$ cat src/rtl/l2_buffer_scheduler.sv
// rtl/l2_buffer_scheduler.sv - round-robin access scheduler for the L2 staging buffer
//
// Purpose:
//   Sequences L1 single-word and DDR burst accesses onto a single-port
//   circular buffer of 2^ADDR_W words. The module tracks the write pointer,
//   read pointer and occupancy, and drives the buffer enable, write enable
//   and address. Arbitration is round-robin. A request is granted only if
//   the access cannot overflow or underflow the queue.
//
// Optional feature:
//   Defining L2_SCHED_WATERMARK_EN adds the parameters AF_LEVEL and AE_LEVEL
//   and the outputs o_almost_full and o_almost_empty.
//
// Ports:
//   clk_170M        clock
//   rst_n           asynchronous active-low reset
//   i_l1_req        L1 word request, held until o_l1_gnt
//   i_l1_rw         L1 direction: 1 = read (pop), 0 = write (push)
//   o_l1_gnt        one-cycle grant; the buffer access happens in the same cycle
//   i_ddr_req       DDR burst request, held until o_ddr_gnt
//   i_ddr_rw        DDR direction: 1 = drain burst, 0 = fill burst
//   o_ddr_gnt       pulse on the first beat of a granted burst
//   o_ddr_busy      high on every beat of a burst
//   o_mem_en        buffer enable
//   o_mem_we        buffer write enable
//   o_mem_addr      buffer word address
//   o_count         occupancy in words
//   o_full          occupancy == 2^ADDR_W - 1
//   o_empty         occupancy == 0
//   o_almost_full   (watermark build only) occupancy >= AF_LEVEL
//   o_almost_empty  (watermark build only) occupancy <= AE_LEVEL

module l2_buffer_scheduler #(
  parameter int ADDR_W    = 12,
  parameter int BURST_LEN = 8
`ifdef L2_SCHED_WATERMARK_EN
  ,
  parameter int AF_LEVEL  = 4088,
  parameter int AE_LEVEL  = 8
`endif
) (
  input  logic              clk_170M,
  input  logic              rst_n,
  input  logic              i_l1_req,
  input  logic              i_l1_rw,
  output logic              o_l1_gnt,
  input  logic              i_ddr_req,
  input  logic              i_ddr_rw,
  output logic              o_ddr_gnt,
  output logic              o_ddr_busy,
  output logic              o_mem_en,
  output logic              o_mem_we,
  output logic [ADDR_W-1:0] o_mem_addr,
  output logic [ADDR_W-1:0] o_count,
  output logic              o_full,
  output logic              o_empty
`ifdef L2_SCHED_WATERMARK_EN
  ,
  output logic              o_almost_full,
  output logic              o_almost_empty
`endif
);

  localparam int BEAT_W = (BURST_LEN > 1) ? $clog2(BURST_LEN) : 1;

  // Thresholds are one bit wider than the count, so "capacity - burst" cannot wrap.
  localparam logic [ADDR_W:0]   CAP_X   = (ADDR_W+1)'((1 << ADDR_W) - 1);
  localparam logic [ADDR_W:0]   ONE_X   = (ADDR_W+1)'(1);
  localparam logic [ADDR_W:0]   BURST_X = (ADDR_W+1)'(BURST_LEN);
  localparam logic [ADDR_W-1:0] ONE_A   = ADDR_W'(1);
  localparam logic [BEAT_W-1:0] ONE_B   = BEAT_W'(1);
  localparam logic [BEAT_W-1:0] LAST_B  = BEAT_W'(BURST_LEN - 1);

  typedef enum logic [1:0] {
    S_IDLE    = 2'd0,
    S_L1_ACC  = 2'd1,
    S_DDR_ACC = 2'd2
  } state_t;

  // Sequencing state
  state_t              state_q, state_d;
  logic                rw_q, rw_d;
  logic                last_ddr_q, last_ddr_d;  // 1: DDR won the last arbitration
  logic [BEAT_W-1:0]   beat_q, beat_d;
  logic [ADDR_W-1:0]   wr_ptr_q, wr_ptr_d;
  logic [ADDR_W-1:0]   rd_ptr_q, rd_ptr_d;
  logic [ADDR_W-1:0]   count_q, count_d;

  // Registered outputs
  logic                l1_gnt_q, l1_gnt_d;
  logic                ddr_gnt_q, ddr_gnt_d;
  logic                ddr_busy_q, ddr_busy_d;
  logic                mem_en_q, mem_en_d;
  logic                mem_we_q, mem_we_d;
  logic [ADDR_W-1:0]   mem_addr_q, mem_addr_d;
  logic                full_q, full_d;
  logic                empty_q, empty_d;
`ifdef L2_SCHED_WATERMARK_EN
  logic                af_q, af_d;
  logic                ae_q, ae_d;
`endif

  logic [ADDR_W:0]     count_x;
  logic                l1_elig;
  logic                ddr_elig;
  logic                l1_win;
  logic                ddr_win;

  assign count_x  = {1'b0, count_q};
  assign l1_elig  = i_l1_req  && (i_l1_rw  ? (count_x >= ONE_X)   : (count_x <= CAP_X - ONE_X));
  assign ddr_elig = i_ddr_req && (i_ddr_rw ? (count_x >= BURST_X) : (count_x <= CAP_X - BURST_X));
  // When both requesters are eligible, the requester that did not win last time wins now.
  assign ddr_win  = ddr_elig && (!l1_elig || !last_ddr_q);
  assign l1_win   = l1_elig  && (!ddr_elig || last_ddr_q);

  // State register
  always_ff @(posedge clk_170M or negedge rst_n) begin
    if (!rst_n) begin
      state_q    <= S_IDLE;
      rw_q       <= 1'b0;
      last_ddr_q <= 1'b0;
      beat_q     <= '0;
      wr_ptr_q   <= '0;
      rd_ptr_q   <= '0;
      count_q    <= '0;
      l1_gnt_q   <= 1'b0;
      ddr_gnt_q  <= 1'b0;
      ddr_busy_q <= 1'b0;
      mem_en_q   <= 1'b0;
      mem_we_q   <= 1'b0;
      mem_addr_q <= '0;
      full_q     <= 1'b0;
      empty_q    <= 1'b1;
`ifdef L2_SCHED_WATERMARK_EN
      af_q       <= 1'b0;
      ae_q       <= 1'b1;
`endif
    end else begin
      state_q    <= state_d;
      rw_q       <= rw_d;
      last_ddr_q <= last_ddr_d;
      beat_q     <= beat_d;
      wr_ptr_q   <= wr_ptr_d;
      rd_ptr_q   <= rd_ptr_d;
      count_q    <= count_d;
      l1_gnt_q   <= l1_gnt_d;
      ddr_gnt_q  <= ddr_gnt_d;
      ddr_busy_q <= ddr_busy_d;
      mem_en_q   <= mem_en_d;
      mem_we_q   <= mem_we_d;
      mem_addr_q <= mem_addr_d;
      full_q     <= full_d;
      empty_q    <= empty_d;
`ifdef L2_SCHED_WATERMARK_EN
      af_q       <= af_d;
      ae_q       <= ae_d;
`endif
    end
  end

  // Next-state logic: arbitration, beat sequencing and queue bookkeeping.
  // Each access cycle, including every DDR beat, moves one pointer by one word.
  always_comb begin
    state_d    = state_q;
    rw_d       = rw_q;
    last_ddr_d = last_ddr_q;
    beat_d     = beat_q;
    wr_ptr_d   = wr_ptr_q;
    rd_ptr_d   = rd_ptr_q;
    count_d    = count_q;

    unique case (state_q)
      S_IDLE: begin
        beat_d = '0;
        if (ddr_win) begin
          state_d    = S_DDR_ACC;
          rw_d       = i_ddr_rw;
          last_ddr_d = 1'b1;
        end else if (l1_win) begin
          state_d    = S_L1_ACC;
          rw_d       = i_l1_rw;
          last_ddr_d = 1'b0;
        end
      end

      S_L1_ACC: begin
        if (rw_q) begin
          rd_ptr_d = rd_ptr_q + ONE_A;
          count_d  = count_q - ONE_A;
        end else begin
          wr_ptr_d = wr_ptr_q + ONE_A;
          count_d  = count_q + ONE_A;
        end
        state_d = S_IDLE;
      end

      S_DDR_ACC: begin
        if (rw_q) begin
          rd_ptr_d = rd_ptr_q + ONE_A;
          count_d  = count_q - ONE_A;
        end else begin
          wr_ptr_d = wr_ptr_q + ONE_A;
          count_d  = count_q + ONE_A;
        end
        if (beat_q == LAST_B) begin
          state_d = S_IDLE;
          beat_d  = '0;
        end else begin
          beat_d  = beat_q + ONE_B;
        end
      end

      default: begin
        state_d = S_IDLE;
        beat_d  = '0;
      end
    endcase
  end

  // Output logic: the outputs for the coming cycle are derived from the next
  // state and next pointers, so every output comes straight from a flop.
  always_comb begin
    l1_gnt_d   = (state_d == S_L1_ACC);
    ddr_busy_d = (state_d == S_DDR_ACC);
    ddr_gnt_d  = (state_d == S_DDR_ACC) && (beat_d == '0);
    mem_en_d   = (state_d != S_IDLE);
    mem_we_d   = mem_en_d && !rw_d;
    mem_addr_d = '0;
    if (mem_en_d) begin
      mem_addr_d = rw_d ? rd_ptr_d : wr_ptr_d;
    end
    full_d     = (count_d == '1);
    empty_d    = (count_d == '0);
`ifdef L2_SCHED_WATERMARK_EN
    af_d       = ({1'b0, count_d} >= (ADDR_W+1)'(AF_LEVEL));
    ae_d       = ({1'b0, count_d} <= (ADDR_W+1)'(AE_LEVEL));
`endif
  end

  assign o_l1_gnt   = l1_gnt_q;
  assign o_ddr_gnt  = ddr_gnt_q;
  assign o_ddr_busy = ddr_busy_q;
  assign o_mem_en   = mem_en_q;
  assign o_mem_we   = mem_we_q;
  assign o_mem_addr = mem_addr_q;
  assign o_count    = count_q;
  assign o_full     = full_q;
  assign o_empty    = empty_q;
`ifdef L2_SCHED_WATERMARK_EN
  assign o_almost_full  = af_q;
  assign o_almost_empty = ae_q;
`endif

endmodule

$ cat config.mk
export PLATFORM = sky130hd
export DESIGN_NAME = l2_buffer_scheduler
export DESIGN_NICKNAME = d
export VERILOG_FILES = /design/src/rtl/l2_buffer_scheduler.sv
export SDC_FILE = /design/constraint.sdc
export NUM_CORES = 1
export LEC_CHECK = 0
export BUFFER_PORTS_ARGS = -buffer_cell sky130_fd_sc_hd__buf_2
export CAP_MARGIN = 20
export CORE_MARGIN = 2
export CORE_UTILIZATION = 40
export CTS_CLUSTER_DIAMETER = 30
export CTS_CLUSTER_SIZE = 10
export DETAILED_ROUTE_END_ITERATION = 6
export PLACE_DENSITY = 0.62
export SETUP_SLACK_MARGIN = 0.1
export SLEW_MARGIN = 10
export SYNTH_ARGS = -nofsm -noshare
export SYNTH_HDL_FRONTEND = slang
export SYNTH_SLANG_ARGS = --single-unit
$ cat constraint.sdc
create_clock -name clk_170M -period 6.38 [get_ports clk_170M]
set_input_delay 0.319 -clock clk_170M [delete_from_list [all_inputs] [get_ports clk_170M]]
set_output_delay 0.319 -clock clk_170M [all_outputs]
set_load 0.03 [all_outputs]
# Yosys cells after proc, flatten, opt, wreduce, memory -nomap -nowiden
# Index checks and enable logic that the tools add are counted.
word_totals:
  register_bits: 62
classes:
  addsub: 5
  magnitude_cmp: 4
  eq_ne: 6
  mux: 21
  n_reduce_logical: 19
ops:
  columns: ["operator", "n"]
  rows:
  - ["two-way mux 12 bit", 8]
  - ["adder 12 x 1 -> 12 bit, second input constant", 3]
  - ["<= comparator 12 bit, second input constant", 2]
  - ["equality test 12 bit, second input constant", 1]
  - ["greater-or-equal comparator 12 x 1 -> 1 bit, second input constant", 1]
  - ["greater-or-equal comparator 12 x 4 -> 1 bit, second input constant", 1]
  - ["logical NOT 12 bit", 1]
  - ["subtractor 12 x 1 -> 12 bit, second input constant", 1]
  - ["two-way mux 1 bit", 7]
  - ["logical AND 1 bit", 6]
  - ["two-way mux 2 bit", 3]
  - ["one-hot mux 3 bit (2 select lines)", 1]
  - ["equality test 2 x 1 -> 1 bit, second input constant", 2]
  - ["equality test 2 bit, second input constant", 2]
  - ["logical NOT 1 bit", 4]
  - ["one-hot mux 2 bit (2 select lines)", 1]
  - ["nonzero test 2 bit", 2]
  - ["adder 3 x 1 -> 3 bit, second input constant", 1]
  - ["equality test 3 bit, second input constant", 1]
  - ["logical NOT 3 bit", 1]
  - ["two-way mux 3 bit", 1]
  - ["logical NOT 2 bit", 1]
  - ["logical OR 1 bit", 2]
  - ["AND reduction 2 bit", 1]
  - ["OR reduction 2 bit", 1]

# Depth between registers and ports, before layout
logic_depth:
  depth_word: 11
  mapped_depth: 10
  depth_no_buf: 8

# Worst setup path after synthesis
# Ideal clock, no wire load.
synth_timing:
  path_kind: "reg-to-reg"
  startpoint: "register count_q[0], in the netlist o_count[0]"
  endpoint: "register mem_addr_q[11], in the netlist o_mem_addr[11]"
  arrival_ns: 2.154
  required_time_ns: 6.257
  setup_slack_ns: 4.103
  stages_incl_launch_ff: 10
  n_path_buf: 1
  path_cell_list: "dfrtp_1 inv_1 ha_1 nor3b_1 nand4_1 nand3_1 a221o_1 buf_6 nor3_2 nor3_2"
synth_between:
  elab_chain_len: 11
  word_cells_on_any_way: 23
synth_rtl:
  columns: ["element", "line_no", "source"]
  rows:
  - ["start: declaration", "87", "logic [ADDR_W-1:0] count_q, count_d;"]
  - ["start signal: assignment", "145", "count_q <= count_d;"]
  - ["<= comparator 12 bit / greater-or-equal comparator 12 x 4 -> 1 bit (equally long branches)", "111", "assign ddr_elig = i_ddr_req && (i_ddr_rw ? (count_x >= BURST_X) : (count_x <= CAP_X - BURST_X));"]
  - ["two-way mux 1 bit", "111", null]
  - ["logical AND 1 bit", "111", null]
  - ["logical NOT 1 bit", "114", "assign l1_win = l1_elig && (!ddr_elig || last_ddr_q);"]
  - ["logical OR 1 bit", "114", null]
  - ["logical AND 1 bit", "114", null]
  - ["two-way mux 2 bit / two-way mux 1 bit (equally long branches)", "179", "end else if (l1_win) begin"]
  - ["two-way mux 2 bit / two-way mux 1 bit (equally long branches)", "175", "if (ddr_win) begin"]
  - ["one-hot mux 2 bit (2 select lines) / two-way mux 1 bit (equally long branches)", "172", "unique case (state_q)"]
  - ["nonzero test 2 bit / two-way mux 12 bit (equally long branches)", "226, 230", null]
  - ["two-way mux 12 bit *", "229", "if (mem_en_d) begin"]
  - ["via mem_addr_d[11]", "95", "logic [ADDR_W-1:0] mem_addr_q, mem_addr_d;"]
  - ["end signal: assignment", "151", "mem_addr_q <= mem_addr_d;"]
  - ["end: declaration", "95", null]
# The timed path passes the listed nets; every way through them passes the cells marked *.
# A chain may end at the register's enable or synchronous reset.

# Worst setup path in the final report
layout_timing:
  startpoint: "register count_q[0], in the netlist o_count[0]"
  endpoint: "register mem_addr_q[7], in the netlist o_mem_addr[7]"
# Same word-level chain as after synthesis.

==> impl_metrics.tcl <==
set metrics [dict create \
    status "complete, no violations" \
    path_max_fanout 12 \
    start_kind "register" \
    drt_iter0_markers 91 \
    maxCapViolCount 0 \
    start_util_pct 40.8 \
    leakagePower_nw 1.68 \
    period_needed_ns 2.78 \
    path_clk_slew_ns 0.08 \
    vias_per_cell 5.22 \
    std_cell_rows 33 \
    clock_skew_ns 0.0119 \
    critical_path.cell_chain "inv_1 -> ha_1 -> nor3b_1 -> nand4_1 -> nand3_1 -> a221oi_2 -> a21oi_1 -> a211oi_1" \
    coreArea_um2 8130 \
    critPathBufInv 1 \
    setup_viol 0 \
    synth_ff_type "dfrtp_1" \
    grt_pass1_vias 2218 \
    cpPeakStageDelay_ns 0.88 \
    seq_area_frac_synth_pct 46.7 \
    worst_pin_slew_ns 1.01 \
    critPathArrivalTime_ns 3.02 \
    wl_per_cell_um 14.9 \
    detail-route-antenna-nets 0 \
    finalMaxSlewViolations 0 \
    grt_pass1_wl_um 10800 \
    cp-end-kind "register" \
    htreeDepth 3 \
    io_buffers 36 \
    min-delay-path-class "in -> async" \
    drt_first_pass_iters 5 \
    die-area_um2 9050 \
    synth_edf_count 0 \
    cts_root_buf "clkbuf_8" \
    fin_cells 450 \
    use_met3_pct 3.08 \
    cts_made_buffers 9 \
    wirelength_um 6710 \
    met1_usage_pct 22.1 \
    grtUsageTotal_pct 15.7 \
    antenna_found_initial 0 \
    async_flop_share_pct 100 \
    vias 2350 \
    syn_avg_cell_area_um2 10.9 \
    worstSetupPathType "reg -> reg" \
    num_antenna_cells 0 \
    synth_common_cells "dfrtp_1 (61), xnor2_1 (22), nand2_1 (21)" \
    hpwl_um 4780 \
    dpl_cell_area_um2 3540 \
    setup-tns-final_ns 0 \
    cts_setup_buffers 0 \
    io_pins 37 \
    cts.sinks 62 \
    ys_ff_latch 62 \
    worst_path_max_delay_cell "a221oi_2" \
    drc 0 \
    layout-drive-gt1-share_pct 27.8 \
    die_height_um 95.1 \
    gp_congestion 0.786 \
    area_delta_synth_final_pct 12.7 \
    fmaxAchievable_mhz 360 \
    yosysWarnings 0 \
    synth_largest_area_cell "dfrtp_1" \
    power.total_w 0.00191 \
    cts_resized 0 \
    grt_remaining_overflow 0 \
    finalHoldViolations 0 \
    hold_buffers 0 \
    synth_fp_nets 322 \
    maxSlewHeadroom_pct 32.0 \
    rsz0062_at_grt "false" \
    critPathRequiredTime_ns 6.62 \
    grt_max_degree 63 \
    synthesis.area_um2 3320 \
    yosys-top-cells-area "dfrtp_1 (46%), xnor2_1 (5.8%), ha_1 (4.1%)" \
    yosysMostFrequentCell "dfrtp_1" \
    fp.dieW_um 95.1 \
    cp_top_family "compound AO/OA/AOI/OAI gates" \
    use_met2_pct 23.5 \
    clock_path_buffers 2 \
    syn_inst 305 \
    postLayoutCoreUtil_pct 46.0 \
    insertion_delay_ns 0.34 \
    final_area_um2 3740 \
    cts_tree "done" \
    grt_busiest_layer "met2" \
    vdd_drop_max_mv 0.253 \
    synth_top_area_share_pct 46.0 \
    synth_cell_types 56 \
    nets 357 \
    min_period_over_period_pct 43.6 \
    powerDensity_nw_per_um2 510 \
    dp.cells 434 \
]
worst paths after layout:
kind                       cells past startpoint  slack [ns]          from             to
max reg2reg                                    8        3.60    o_count[0]  o_mem_addr[7]
max in group asynchronous                      2        5.74         rst_n     o_count[6]
min reg2reg                                    1        0.49  rd_ptr_q[11]   rd_ptr_q[11]
max                                            8        3.60    o_count[0]  o_mem_addr[7]
min                                            2        0.13         rst_n       o_mem_en
min in group clk_170M                          4        0.40      i_l1_req     state_q[1]
power breakdown:
part,switching [W],internal (W),total [W]
Clock,0.000168,0.000184,0.000352
Sequential,0.000160,0.000511,0.000671
Combinational,0.000566,0.000317,0.000883
state kept, by name, summed over array words and instances (netlist names), 2 cells and up:
name,cells
o_mem_addr,12
wr_ptr_q,12
state_q,2
beat_q,3
o_count,12
rd_ptr_q,12
worst register-to-register path, delay by kind of cell (launching register included):
kind | cells | cell delay [ns]
AO/OA/AOI/OAI | 3 | 1.24
AND/OR/NAND/NOR | 3 | 0.55
flip-flops | 1 | 0.51
adder cells (fa/ha/maj) | 1 | 0.24
buffers and inverters | 1 | 0.14
metal layers:
metal	wire, um	vias up
met5	0	-
met4	93	0
met3	203	8
met2	3050	33
met1	3360	1135
li1	-	1174
logic make-up (layout without fill, tap and decap cells):
family                     after synthesis  in the layout  share of synthesized area [%]
AOI/OAI and AO/OA                       45             45                           10.6
buffers and inverters                   27             67                           4.67
xor gates and xnor gates                34             34                           8.96
adders and majority gates               11             11                           4.14
DFF                                     62             62                           46.7
and+or+nand+nor                        123            123                           23.8
muxes                                    3              3                           1.02
area by class of cell:
class | instances | area, um^2
Inverter | 14 | 52.6
Tap cell | 105 | 131
Clock buffer | 9 | 124
Multi-Input combinational cell | 216 | 1610
Sequential cell | 62 | 1550
Timing Repair Buffer | 37 | 188
Clock inverter | 7 | 80.1
Fill cell | 786 | 4390
cell usage in the layout, fill, tap and decap left out, drive strengths merged, types with 3 or more instances in the layout:
cell type	Yosys	final
o21ai	14	14
dfrtp	61	61
nor2	12	12
nand2	21	21
xnor2	22	22
nor2b	5	5
xor2	12	12
and3	4	4
and2	3	3
buf	11	37
and4	5	5
clkbuf	2	9
nand2b	3	3
inv	14	16
a21oi	16	16
and4b	3	3
nor4b	3	3
nor3b	3	3
mux2	3	3
ha	11	11
nand4	15	15
nor4	3	3
nand3	18	18
nor3	17	17
through the flow:
stage | setup WS, ns | hold slack, ns
3_5_place_dp | 3.59 | 0.481
6_report | 3.60 | 0.134
3_3_place_gp | 3.61 | 0.473
5_1_grt | 3.34 | 0.215
4_1_cts | 3.55 | 0.162
2_1_floorplan | 4.10 | 0.0234
Note: power is estimated with default switching activity, not from simulation.
